===== src/rtl/uart_receiver.sv =====
// UART receiver: start detect, mid-bit sampling, one-clk done / framing-error strobes.
// Optional even-parity check enabled by defining UART_RX_PARITY_EN.
module uart_receiver #(
  parameter int DATA_WIDTH = 4,
  parameter int TIME       = 16
) (
  input  logic                  clk,
  input  logic                  reset,
  input  logic                  s_tick,
  input  logic                  rx,
  output logic [DATA_WIDTH-1:0] dout,
  output logic                  rx_done_tick,
  output logic                  frame_err
`ifdef UART_RX_PARITY_EN
  ,
  output logic                  parity_err
`endif
);

  localparam int CW = $clog2(TIME);
  localparam int BW = (DATA_WIDTH > 1) ? $clog2(DATA_WIDTH) : 1;
  localparam logic [CW-1:0] HALF_M1  = CW'(TIME / 2 - 1);
  localparam logic [CW-1:0] LAST     = CW'(TIME - 1);
  localparam logic [BW-1:0] BIT_LAST = BW'(DATA_WIDTH - 1);

  typedef enum logic [2:0] {IDLE, START, DATA, PARITY, STOP} state_t;

  state_t                state;
  logic [CW-1:0]         tick_cnt;
  logic [BW-1:0]         bit_cnt;
  logic [DATA_WIDTH-1:0] shreg;
  logic                  sync1, rxs, rxs_d;
`ifdef UART_RX_PARITY_EN
  logic                  par_bit;
`endif

  // Idle-high reset keeps a released reset from looking like a start edge.
  always_ff @(posedge clk or negedge reset) begin
    if (!reset) begin
      sync1 <= 1'b1;
      rxs   <= 1'b1;
      rxs_d <= 1'b1;
    end else begin
      sync1 <= rx;
      rxs   <= sync1;
      rxs_d <= rxs;
    end
  end

  always_ff @(posedge clk or negedge reset) begin
    if (!reset) begin
      state        <= IDLE;
      tick_cnt     <= '0;
      bit_cnt      <= '0;
      shreg        <= '0;
      dout         <= '0;
      rx_done_tick <= 1'b0;
      frame_err    <= 1'b0;
`ifdef UART_RX_PARITY_EN
      par_bit      <= 1'b0;
      parity_err   <= 1'b0;
`endif
    end else begin
      rx_done_tick <= 1'b0;
      frame_err    <= 1'b0;
`ifdef UART_RX_PARITY_EN
      parity_err   <= 1'b0;
`endif
      case (state)
        IDLE: begin
          // Edge-triggered so a line held low never restarts a frame.
          if (rxs_d && !rxs) begin
            state    <= START;
            tick_cnt <= '0;
          end
        end
        START: begin
          if (s_tick) begin
            if (tick_cnt == HALF_M1) begin
              if (!rxs) begin
                state    <= DATA;
                tick_cnt <= '0;
                bit_cnt  <= '0;
              end else begin
                state <= IDLE;
              end
            end else begin
              tick_cnt <= tick_cnt + 1'b1;
            end
          end
        end
        DATA: begin
          if (s_tick) begin
            if (tick_cnt == LAST) begin
              tick_cnt <= '0;
              shreg    <= {rxs, shreg[DATA_WIDTH-1:1]};
              if (bit_cnt == BIT_LAST) begin
`ifdef UART_RX_PARITY_EN
                state <= PARITY;
`else
                state <= STOP;
`endif
              end else begin
                bit_cnt <= bit_cnt + 1'b1;
              end
            end else begin
              tick_cnt <= tick_cnt + 1'b1;
            end
          end
        end
`ifdef UART_RX_PARITY_EN
        PARITY: begin
          if (s_tick) begin
            if (tick_cnt == LAST) begin
              tick_cnt <= '0;
              par_bit  <= rxs;
              state    <= STOP;
            end else begin
              tick_cnt <= tick_cnt + 1'b1;
            end
          end
        end
`endif
        STOP: begin
          if (s_tick) begin
            if (tick_cnt == LAST) begin
              state    <= IDLE;
              tick_cnt <= '0;
              if (rxs) begin
                dout         <= shreg;
                rx_done_tick <= 1'b1;
`ifdef UART_RX_PARITY_EN
                parity_err   <= (^shreg) ^ par_bit;
`endif
              end else begin
                frame_err <= 1'b1;
              end
            end else begin
              tick_cnt <= tick_cnt + 1'b1;
            end
          end
        end
        default: state <= IDLE;
      endcase
    end
  end

endmodule


===== config.mk =====
export PLATFORM = sky130hd
export DESIGN_NAME = uart_receiver
export DESIGN_NICKNAME = d
export VERILOG_FILES = /design/src/rtl/uart_receiver.sv
export SDC_FILE = /design/constraint.sdc
export NUM_CORES = 1
export LEC_CHECK = 0
export BUFFER_PORTS_ARGS = -buffer_cell sky130_fd_sc_hd__buf_4
export CAP_MARGIN = 15
export CORE_MARGIN = 8
export CORE_UTILIZATION = 51
export DETAILED_ROUTE_END_ITERATION = 8
export PLACE_DENSITY = 0.73
export RECOVER_POWER = 50
export SETUP_SLACK_MARGIN = 0.2
export SYNTH_ARGS = -nofsm -noshare
export SYNTH_HDL_FRONTEND = slang
export SYNTH_SLANG_ARGS = --single-unit
export TNS_END_PERCENT = 10

===== constraint.sdc =====
create_clock -name clk -period 1.7 [get_ports clk]
set_input_delay 0.17 -clock clk [delete_from_list [all_inputs] [get_ports clk]]
set_output_delay 0.17 -clock clk [all_outputs]
set_load 0.05 [all_outputs]

==> results of run 1 <==
[cell families after synthesis]
logic type      after synthesis  synth area share [%]
compound gates               17                  11.3
flops                        22                  49.3
fa+ha+maj                     2                  2.22
simple gates                 30                  17.8
buf+inv                      11                  4.34
mux                          12                  12.7
xor+xnor                      3                  2.34
[registers in the layout, summed over array words and instances (netlist names)]
signal / cells
sync1: 1
shreg: 4
state: 3
bit_cnt: 2
rxs: 1
rxs_d: 1
rx_done_tick: 1
frame_err: 1
dout: 4
tick_cnt: 4
[area by class of cell]
class	count	share of cell area [%]
multi-input combinational	64	40.1
sequential	22	36.2
timing repair buffer	32	16.6
tap	28	2.27
clock inverter	1	1.94
clock buffer	3	1.46
inverter	6	1.46
[stage by stage]
step	setup TNS, ns	instance area [um2]	worst slack (ns)	util, %
3_5_place_dp	-0.350	1360	-0.0967	63.2
4_1_cts	-0.144	1520	-0.0718	70.9
6_report	-0.171	1550	-0.0854	71.9
3_3_place_gp	-0.138	1360	-0.0491	63.2
5_1_grt	-0.469	1550	-0.116	71.9
2_1_floorplan	-0.122	1150	-0.0610	-
[layout by cell type (no fill, tap or decap), drive strengths merged, types with 2 or more instances in the layout]
master | netlist | routed
a21oi | 2 | 2
a221oi | 2 | 2
a311oi | 2 | 2
buf | 4 | 28
clkbuf | 1 | 5
dfrtp | 19 | 19
dfstp | 3 | 3
dlygate4sd3 | 0 | 2
ha | 2 | 2
inv | 6 | 6
mux2 | 12 | 12
nand2 | 4 | 4
nand4 | 2 | 2
nor2 | 6 | 6
nor3 | 3 | 3
nor3b | 3 | 3
nor4b | 2 | 2
o2111ai | 3 | 3
o21ai | 4 | 4
or3b | 3 | 3
xnor2 | 2 | 2
[per-layer routing]
metal | GRT usage (%) | routed length (um) | up-vias
met1 | 15.7 | 1160 | 445
met5 | 0 | 0 | -
met2 | 21.4 | 1220 | 15
li1 | - | - | 419
met3 | 3.05 | 77 | 3
met4 | 3.70 | 25 | 0
[where the power goes]
group	total (mW)	internal [mW]	switching [mW]
sequential	0.758	0.619	0.138
clock	0.406	0.239	0.167
combinational	1.05	0.586	0.467
[critical path, cell delays in order (launching register included)]
cell and delay [ns]:
dfrtp_2 0.50, or3b_4 0.27, a21oi_2 0.03, or4_4 0.56, mux2_4 0.32
[Yosys cell counts, types with 2 or more instances]
cell type and number:
dfstp_2 3, mux2_4 2, nor3_1 3, buf_2 3, nor2_1 6, a311oi_1 2, o21ai_0 4, mux2_2 10
nand2_1 4, nor4b_1 2, a21oi_1 2, xnor2_1 2, inv_1 6, ha_1 2, o2111ai_1 3, nor3b_1 3
dfrtp_1 19
[final timing paths]
check	startpoint	to	slack, ns	cells past startpoint
setup / recovery	state[1]	state[0]	-0.09	4
hold / removal	sync1	rxs	0.36	0
setup reg to reg	state[1]	state[0]	-0.09	4
hold reg to reg	sync1	rxs	0.36	0
max in group asynchronous	reset	tick_cnt[3]	0.35	2
min in group asynchronous	reset	state[1]	0.58	2
[what timing repair did]
item,CTS,global route
pin swaps,8,6
endpoints found under the hold margin,23,0
hold buffers,2,0
gates cloned,0,0
gates resized for setup,22,6
buffers inserted,2,1
endpoints found under the setup margin,17,17
==> impl_metrics.env, run 1 <==
export IMPL_status="finished with violations"
export IMPL_violations="setup timing"
export IMPL_multi_input_area_um2=619
export IMPL_io_buffer_count=9
export IMPL_setup_viol=3
export IMPL_antenna_left=0
export IMPL_avgSynthCellArea_um2=11.6
export IMPL_cts_made_buffers=3
export IMPL_yosys_cell_types_count=38
export IMPL_ir_drop_uv=1060
export IMPL_fp_dieW_um=63.0
export IMPL_required_ns=1.92
export IMPL_synth_edff_count=0
export IMPL_fin_nets=135
export IMPL_async_flop_share_pct=100
export IMPL_path_clk_slew_ns=0.13
export IMPL_arrival_ns=2.00
export IMPL_diodes=0
export IMPL_first_global_vias=884
export IMPL_start_util_pct=52.4
export IMPL_min_path_type="register to register"
export IMPL_io_pins=10
export IMPL_synth_warnings=0
export IMPL_root_buffer="clkbuf_4"
export IMPL_clock_skew_ns=0.0109
export IMPL_crit_fanout=8
export IMPL_clkSinkCount=22
export IMPL_netlist_top_cells_area="dfrtp_1 (42%), mux2_2 (10%), dfstp_2 (7.0%), mux2_4 (2.7%), o2111ai_1 (2.3%)"
export IMPL_ys_flop_type="dfrtp_1"
export IMPL_num_rows=17
export IMPL_yosys_area_top_type="dfrtp_1"
export IMPL_grt_pass1_wl_mm=4.11
export IMPL_drv_slew=0
export IMPL_n_fill_cell=145
export IMPL_wl_per_cell_um=15.9
export IMPL_viasPerCell=5.65
export IMPL_maxCapViolations=0
export IMPL_dp_hpwl_mm=1.57
export IMPL_drt_wl_total_mm=2.48
export IMPL_ff_latch_area_um2=559
export IMPL_synth_top_cell_area_share_pct=42.3
export IMPL_cts_tree="yes"
export IMPL_antenna_found_initial=0
export IMPL_dr_total_vias=882
export IMPL_critPathCaptureType="register"
export IMPL_die_area_um2=3960
export IMPL_rsz0062_at_grt="yes"
export IMPL_grt_max_degree=23
export IMPL_period_needed_ns=1.79
export IMPL_ys_ff_latch=22
export IMPL_whs_ns=0.364
export IMPL_first_pass_iters=4
export IMPL_stdcell_count=156
export IMPL_clkLatencyLatePin_ns=0.32
export IMPL_finalHoldViolCount=0
export IMPL_synthesis_nets=103
export IMPL_gp_congestion=0.876
export IMPL_crit_type="register to register"
export IMPL_place_inst=147
export IMPL_areaGrowthSynthToFinish_pct=37.4
export IMPL_drtIter0Drc=21
export IMPL_power_leakage_nw=0.708
export IMPL_timing_slew_headroom_pct=23.4
export IMPL_syn_inst=97
export IMPL_drive_gt1_share_pct=55.5
export IMPL_tightest_slew_ns=1.15
export IMPL_max_freq_mhz=560
export IMPL_die_h_um=63.0
export IMPL_p_per_area_nw_per_um2=1430
export IMPL_grt_total_usage_pct=12.8
export IMPL_htree_levels=1
export IMPL_startpoint_type="register"
export IMPL_clockBufferDepth=2
export IMPL_core_um2=2150
export IMPL_overflow=0
export IMPL_syn_area_um2=1120
export IMPL_fin_crit_sh_pct=105
export IMPL_synth_seq_area_share_pct=49.3
export IMPL_drc=0
export IMPL_setup_ws_ns=-0.0854
export IMPL_total_power_mw=2.22
No activity file was read; power rests on OpenSTA's default activity.
==> inputs of run 2 (changes only) <==
--- a/config.mk
+++ b/config.mk
@@ -8,9 +8,9 @@
 export BUFFER_PORTS_ARGS = -buffer_cell sky130_fd_sc_hd__buf_4
 export CAP_MARGIN = 15
 export CORE_MARGIN = 8
-export CORE_UTILIZATION = 51
+export CORE_UTILIZATION = 45
 export DETAILED_ROUTE_END_ITERATION = 8
-export PLACE_DENSITY = 0.73
+export PLACE_DENSITY = 0.65
 export RECOVER_POWER = 50
 export SETUP_SLACK_MARGIN = 0.2
 export SYNTH_ARGS = -nofsm -noshare
==> impl_metrics.env, run 2 (same netlist as run 1, synthesis figures left out) <==
export IMPL_drtIter0Drc=19
export IMPL_crit_start="state[1]"
export IMPL_violations="setup timing"
export IMPL_clockBufferDepth=2
export IMPL_setup_viol=2
export IMPL_critical_path_reg2reg_startpoint="state[1]"
export IMPL_dp_hpwl_mm=1.65
export IMPL_p_sw_uw=720
export IMPL_fin_nets=138
export IMPL_tightest_slew_ns=1.15
export IMPL_comb_power_share_pct=50.9
export IMPL_total_power_mw=2.04
export IMPL_root_buffer="clkbuf_4"
export IMPL_viasPerCell=5.40
export IMPL_wl_per_cell_um=14.2
export IMPL_place_ws_ns=-0.0819
export IMPL_io_buffer_count=9
export IMPL_ir_drop_uv=846
export IMPL_drv_slew=0
export IMPL_p_int_mw=1.32
export IMPL_status="finished with violations"
export IMPL_start_util_pct=46.2
export IMPL_crit_type="register to register"
export IMPL_startpoint_type="register"
export IMPL_arrival_ns=1.95
export IMPL_final_util_pct=62.3
export IMPL_grt_total_usage_pct=11.1
export IMPL_overflow=0
export IMPL_cp_endpoint="state[0]"
export IMPL_cts_made_buffers=3
export IMPL_rsz0062_at_grt="yes"
export IMPL_antenna_left=0
export IMPL_maxCapViolations=0
export IMPL_fp_dieW_um=66.0
export IMPL_diodes=0
export IMPL_clkLatencyLatePin_ns=0.30
export IMPL_drive_gt1_share_pct=55.7
export IMPL_stdcell_count=161
export IMPL_required_ns=1.90
export IMPL_switching_share_pct=35.3
export IMPL_cts_tree="yes"
export IMPL_r2r_slack_ns=-0.05
export IMPL_largestRegisters="dout: 4 flops, shreg: 4 flops, tick_cnt: 4 flops"
export IMPL_clkPwrFrac_pct=13.4
export IMPL_num_rows=18
export IMPL_power_leakage_nw=0.708
export IMPL_finalHoldViolCount=0
export IMPL_core_um2=2430
export IMPL_min_path_type="register to register"
export IMPL_power_frac_seq_pct=35.7
export IMPL_areaGrowthSynthToFinish_pct=34.7
export IMPL_die_area_um2=4360
export IMPL_dr_total_vias=870
export IMPL_layout_commonest_cell="buf_4"
export IMPL_rr_worst_depth=4
export IMPL_critPathCaptureType="register"
export IMPL_period_needed_ns=1.75
export IMPL_htree_levels=1
export IMPL_whs_ns=0.362
export IMPL_max_freq_mhz=571
export IMPL_gp_congestion=0.854
export IMPL_die_h_um=66.0
export IMPL_timing_slew_headroom_pct=23.1
export IMPL_p_per_area_nw_per_um2=1350
export IMPL_r2r_end="state[0]"
export IMPL_first_pass_iters=2
export IMPL_crit_fanout=7
export IMPL_place_inst=150
export IMPL_drt_wl_total_mm=2.29
export IMPL_mostFrequentLayoutCells="buf_4 (31), dfrtp_1 (17), mux2_2 (10), inv_1 (6), nor2_1 (4)"
export IMPL_path_clk_slew_ns=0.11
export IMPL_fin_crit_sh_pct=103
export IMPL_first_global_vias=875
export IMPL_grt_max_degree=23
export IMPL_io_pins=10
export IMPL_grt_pass1_wl_mm=3.80
export IMPL_drc=0
export IMPL_clock_skew_ns=0.0105
export IMPL_antenna_found_initial=0
export IMPL_setup_ws_ns=-0.0526
export IMPL_clkSinkCount=22
[run 2: cell types whose count changed in the layout (fill, tap and decap cells not counted), moves of 2 or more]
cell / change
mux2_4: -4
dfrtp_1: +2
buf_4: +7
mux2_2: +4
buf_6: -3
dfrtp_2: -2
[run 2: repair_timing]
action	4_1_cts	5_1_grt
hold buffers	2	0
cloned	0	0
hold endpoints to repair	23	0
pin swaps	9	7
setup endpoints to repair	17	17
resized for setup	12	7
buffers inserted	2	3
[run 2: power by group through the flow]
stage,Clock (mW),Combinational (mW),Sequential (mW)
6_report,0.273,1.04,0.729
5_1_grt,0.305,1.13,0.742
4_1_cts,0.287,0.971,0.738
3_5_place_dp,0,0.892,0.742
3_3_place_gp,0,0.868,0.738
2_1_floorplan,0,0.613,0.691
[run 2: worst min-delay path by stage]
stage | to | cells past startpoint | from | slack (ns)
6_report | rxs | 0 | sync1 | 0.36
5_1_grt | rxs | 0 | sync1 | 0.37
4_1_cts | tick_cnt[1] | 2 | reset | 0.27
3_5_place_dp | tick_cnt[1] | 1 | reset | 0.07
3_3_place_gp | tick_cnt[1] | 1 | reset | 0.07
2_1_floorplan | bit_cnt[0] | 0 | reset | -0.13
[run 2: worst max-delay path, cell delays in order, from the launching register on]
cell     delay [ns]
dfrtp_2        0.48
or3b_4         0.27
a21oi_2        0.03
or4_4          0.56
mux2_4         0.31
[run 2: final cells by class]
type,instances,area [um2]
fill,202,917
tap,30,37.5
multi-input combinational,64,594
clock buffer,4,36.3
timing repair buffer,35,268
inverter,6,22.5
sequential,22,557
[run 2: per-layer routing]
layer | up-vias | global-route usage (%) | routed length [um] | share of wire (%)
li1 | 424 | - | - | -
met1 | 430 | 11.8 | 995 | 43
met2 | 9 | 20.3 | 1190 | 52
met3 | 7 | 3.73 | 73 | 3.2
met4 | 0 | 3.20 | 28 | 1.2
met5 | - | 0 | 0 | 0
[run 2: stage by stage]
step / TNS, ns / area, um2
finish: -0.0999 / 1520
floorplan: -0.122 / 1150
detailed placement: -0.792 / 1370
CTS: -0.288 / 1470
global placement: -0.563 / 1370
global route: -0.380 / 1520
==> inputs of run 3 (changes only) <==
--- a/config.mk
+++ b/config.mk
@@ -13,6 +13,7 @@
 export PLACE_DENSITY = 0.65
 export RECOVER_POWER = 50
 export SETUP_SLACK_MARGIN = 0.2
+export SKIP_LAST_GASP = 1
 export SYNTH_ARGS = -nofsm -noshare
 export SYNTH_HDL_FRONTEND = slang
 export SYNTH_SLANG_ARGS = --single-unit
==> impl_metrics.env, run 3 (same netlist as run 1, synthesis figures left out) <==
export IMPL_status="finished with violations"
export IMPL_violations="setup timing"
export IMPL_drive_gt1_share_pct=50.4
export IMPL_dp_hpwl_mm=1.65
export IMPL_io_buffer_count=9
export IMPL_drc=0
export IMPL_die_area_um2=4360
export IMPL_fin_area_um2=1480
export IMPL_whs_ns=0.361
export IMPL_htree_levels=1
export IMPL_rsz0062_at_grt="yes"
export IMPL_place_area_um2=1370
export IMPL_p_per_area_nw_per_um2=1350
export IMPL_crit_chain="or3b_4 > a21oi_2 > or4_4 > mux2_4"
export IMPL_use_met2_pct=19.4
export IMPL_critPathBufInv=0
export IMPL_clkSinkCount=22
export IMPL_cts_tree="yes"
export IMPL_arrival_ns=1.96
export IMPL_setup_viol=7
export IMPL_diodes=0
export IMPL_cp_slowest_cell="or4_4"
export IMPL_crit_family="simple AND/OR/NAND/NOR gates"
export IMPL_num_rows=18
export IMPL_clock_skew_ns=0.0103
export IMPL_grt_total_usage_pct=10.9
export IMPL_startpoint_type="register"
export IMPL_clockBufferDepth=2
export IMPL_required_ns=1.90
export IMPL_gp_congestion=0.854
export IMPL_drtIter0Drc=17
export IMPL_antenna_left=0
export IMPL_ir_drop_uv=848
export IMPL_globalRouteMet1Util_pct=12.1
export IMPL_wl_per_cell_um=13.7
export IMPL_timing_slew_headroom_pct=25.4
export IMPL_areaGrowthSynthToFinish_pct=31.8
export IMPL_first_pass_iters=4
export IMPL_largestRegisters="dout: 4 flops, shreg: 4 flops, tick_cnt: 4 flops"
export IMPL_mostFrequentLayoutCells="buf_4 (32), dfrtp_1 (17), mux2_2 (10), nor2_1 (6), inv_1 (6)"
export IMPL_drt_wl_total_mm=2.20
export IMPL_fin_crit_sh_pct=103
export IMPL_crit_fanout=7
export IMPL_drv_slew=0
export IMPL_cts_made_buffers=3
export IMPL_crit_type="register to register"
export IMPL_clkLatencyLatePin_ns=0.30
export IMPL_period_needed_ns=1.76
export IMPL_fin_nets=138
export IMPL_dr_total_vias=849
export IMPL_busiest_layer="met2"
export IMPL_setup_ws_ns=-0.0554
export IMPL_min_path_type="input pin to register"
export IMPL_die_h_um=66.0
export IMPL_fp_dieW_um=66.0
export IMPL_met3_usage_pct=3.73
export IMPL_layout_commonest_cell="buf_4"
export IMPL_io_pins=10
export IMPL_critPathCaptureType="register"
export IMPL_path_clk_slew_ns=0.11
export IMPL_antenna_found_initial=0
export IMPL_n_fill_cell=204
export IMPL_first_global_vias=850
export IMPL_max_freq_mhz=570
export IMPL_power_leakage_nw=0.706
export IMPL_final_util_pct=61.0
export IMPL_grt_pass1_wl_mm=3.75
export IMPL_root_buffer="clkbuf_4"
export IMPL_viasPerCell=5.27
export IMPL_tightest_slew_ns=1.12
export IMPL_start_util_pct=46.2
export IMPL_grt_max_degree=23
export IMPL_core_um2=2430
export IMPL_maxCapViolations=0
export IMPL_cp_slowest_stage_delay_ns=0.56
export IMPL_finalHoldViolCount=0
export IMPL_overflow=0
## run 3: final cells by class
type | count | area [um2] | share of cell area, %
inverters | 6 | 22.5 | 1.52
well taps | 30 | 37.5 | 2.53
flip-flops and latches | 22 | 557 | 37.6
repair buffers | 35 | 264 | 17.8
multi-input cells | 64 | 566 | 38.1
clock buffers | 4 | 36.3 | 2.45
## run 3: worst paths after layout
kind                                from         to  slack [ns]  cells past startpoint
worst max-delay path            state[1]   state[0]       -0.06                      4
worst min-delay path              s_tick  frame_err        0.36                      5
worst max register to register  state[1]   state[0]       -0.06                      4
worst min register to register     sync1        rxs        0.36                      0
max in group asynchronous          reset   state[0]        0.37                      2
min in group asynchronous          reset    dout[1]        0.59                      2
## run 3: worst min-delay path, delay by kind of cell
family	cells	cell delay, ns
buffers and inverters	3	0.33
AND/OR/NAND/NOR	2	0.13
## run 3: through the flow
stage / total power, mW / setup TNS, ns / worst slack (ns) / std cells
2_1_floorplan: 1.30 / -0.122 / -0.0610 / 97
3_3_place_gp: 1.61 / -0.563 / -0.0661 / 150
3_5_place_dp: 1.63 / -0.792 / -0.0819 / 150
4_1_cts: 1.93 / -0.803 / -0.0734 / 158
5_1_grt: 2.13 / -0.872 / -0.103 / 161
6_report: 2.00 / -0.150 / -0.0554 / 161
## run 3: where the power goes
part           switching [mW]  internal (mW)
Sequential              0.113          0.616
Combinational           0.436          0.560
Clock                   0.143          0.131
Total                   0.692           1.31
## run 3: metal layers
layer	part of all wire (%)	wire, um	vias to the layer above
met1	43	950	416
li1	-	-	421
met5	0	0	-
met3	3.1	68	5
met2	53	1160	7
met4	0.95	21	0
## run 3: repair_timing
item                       4_1_cts  5_1_grt
pin swaps                        3        4
hold buffers                     2        0
resized for setup                1        7
setup endpoints to repair       17       18
hold endpoints to repair        23        0
setup buffers                    2        3
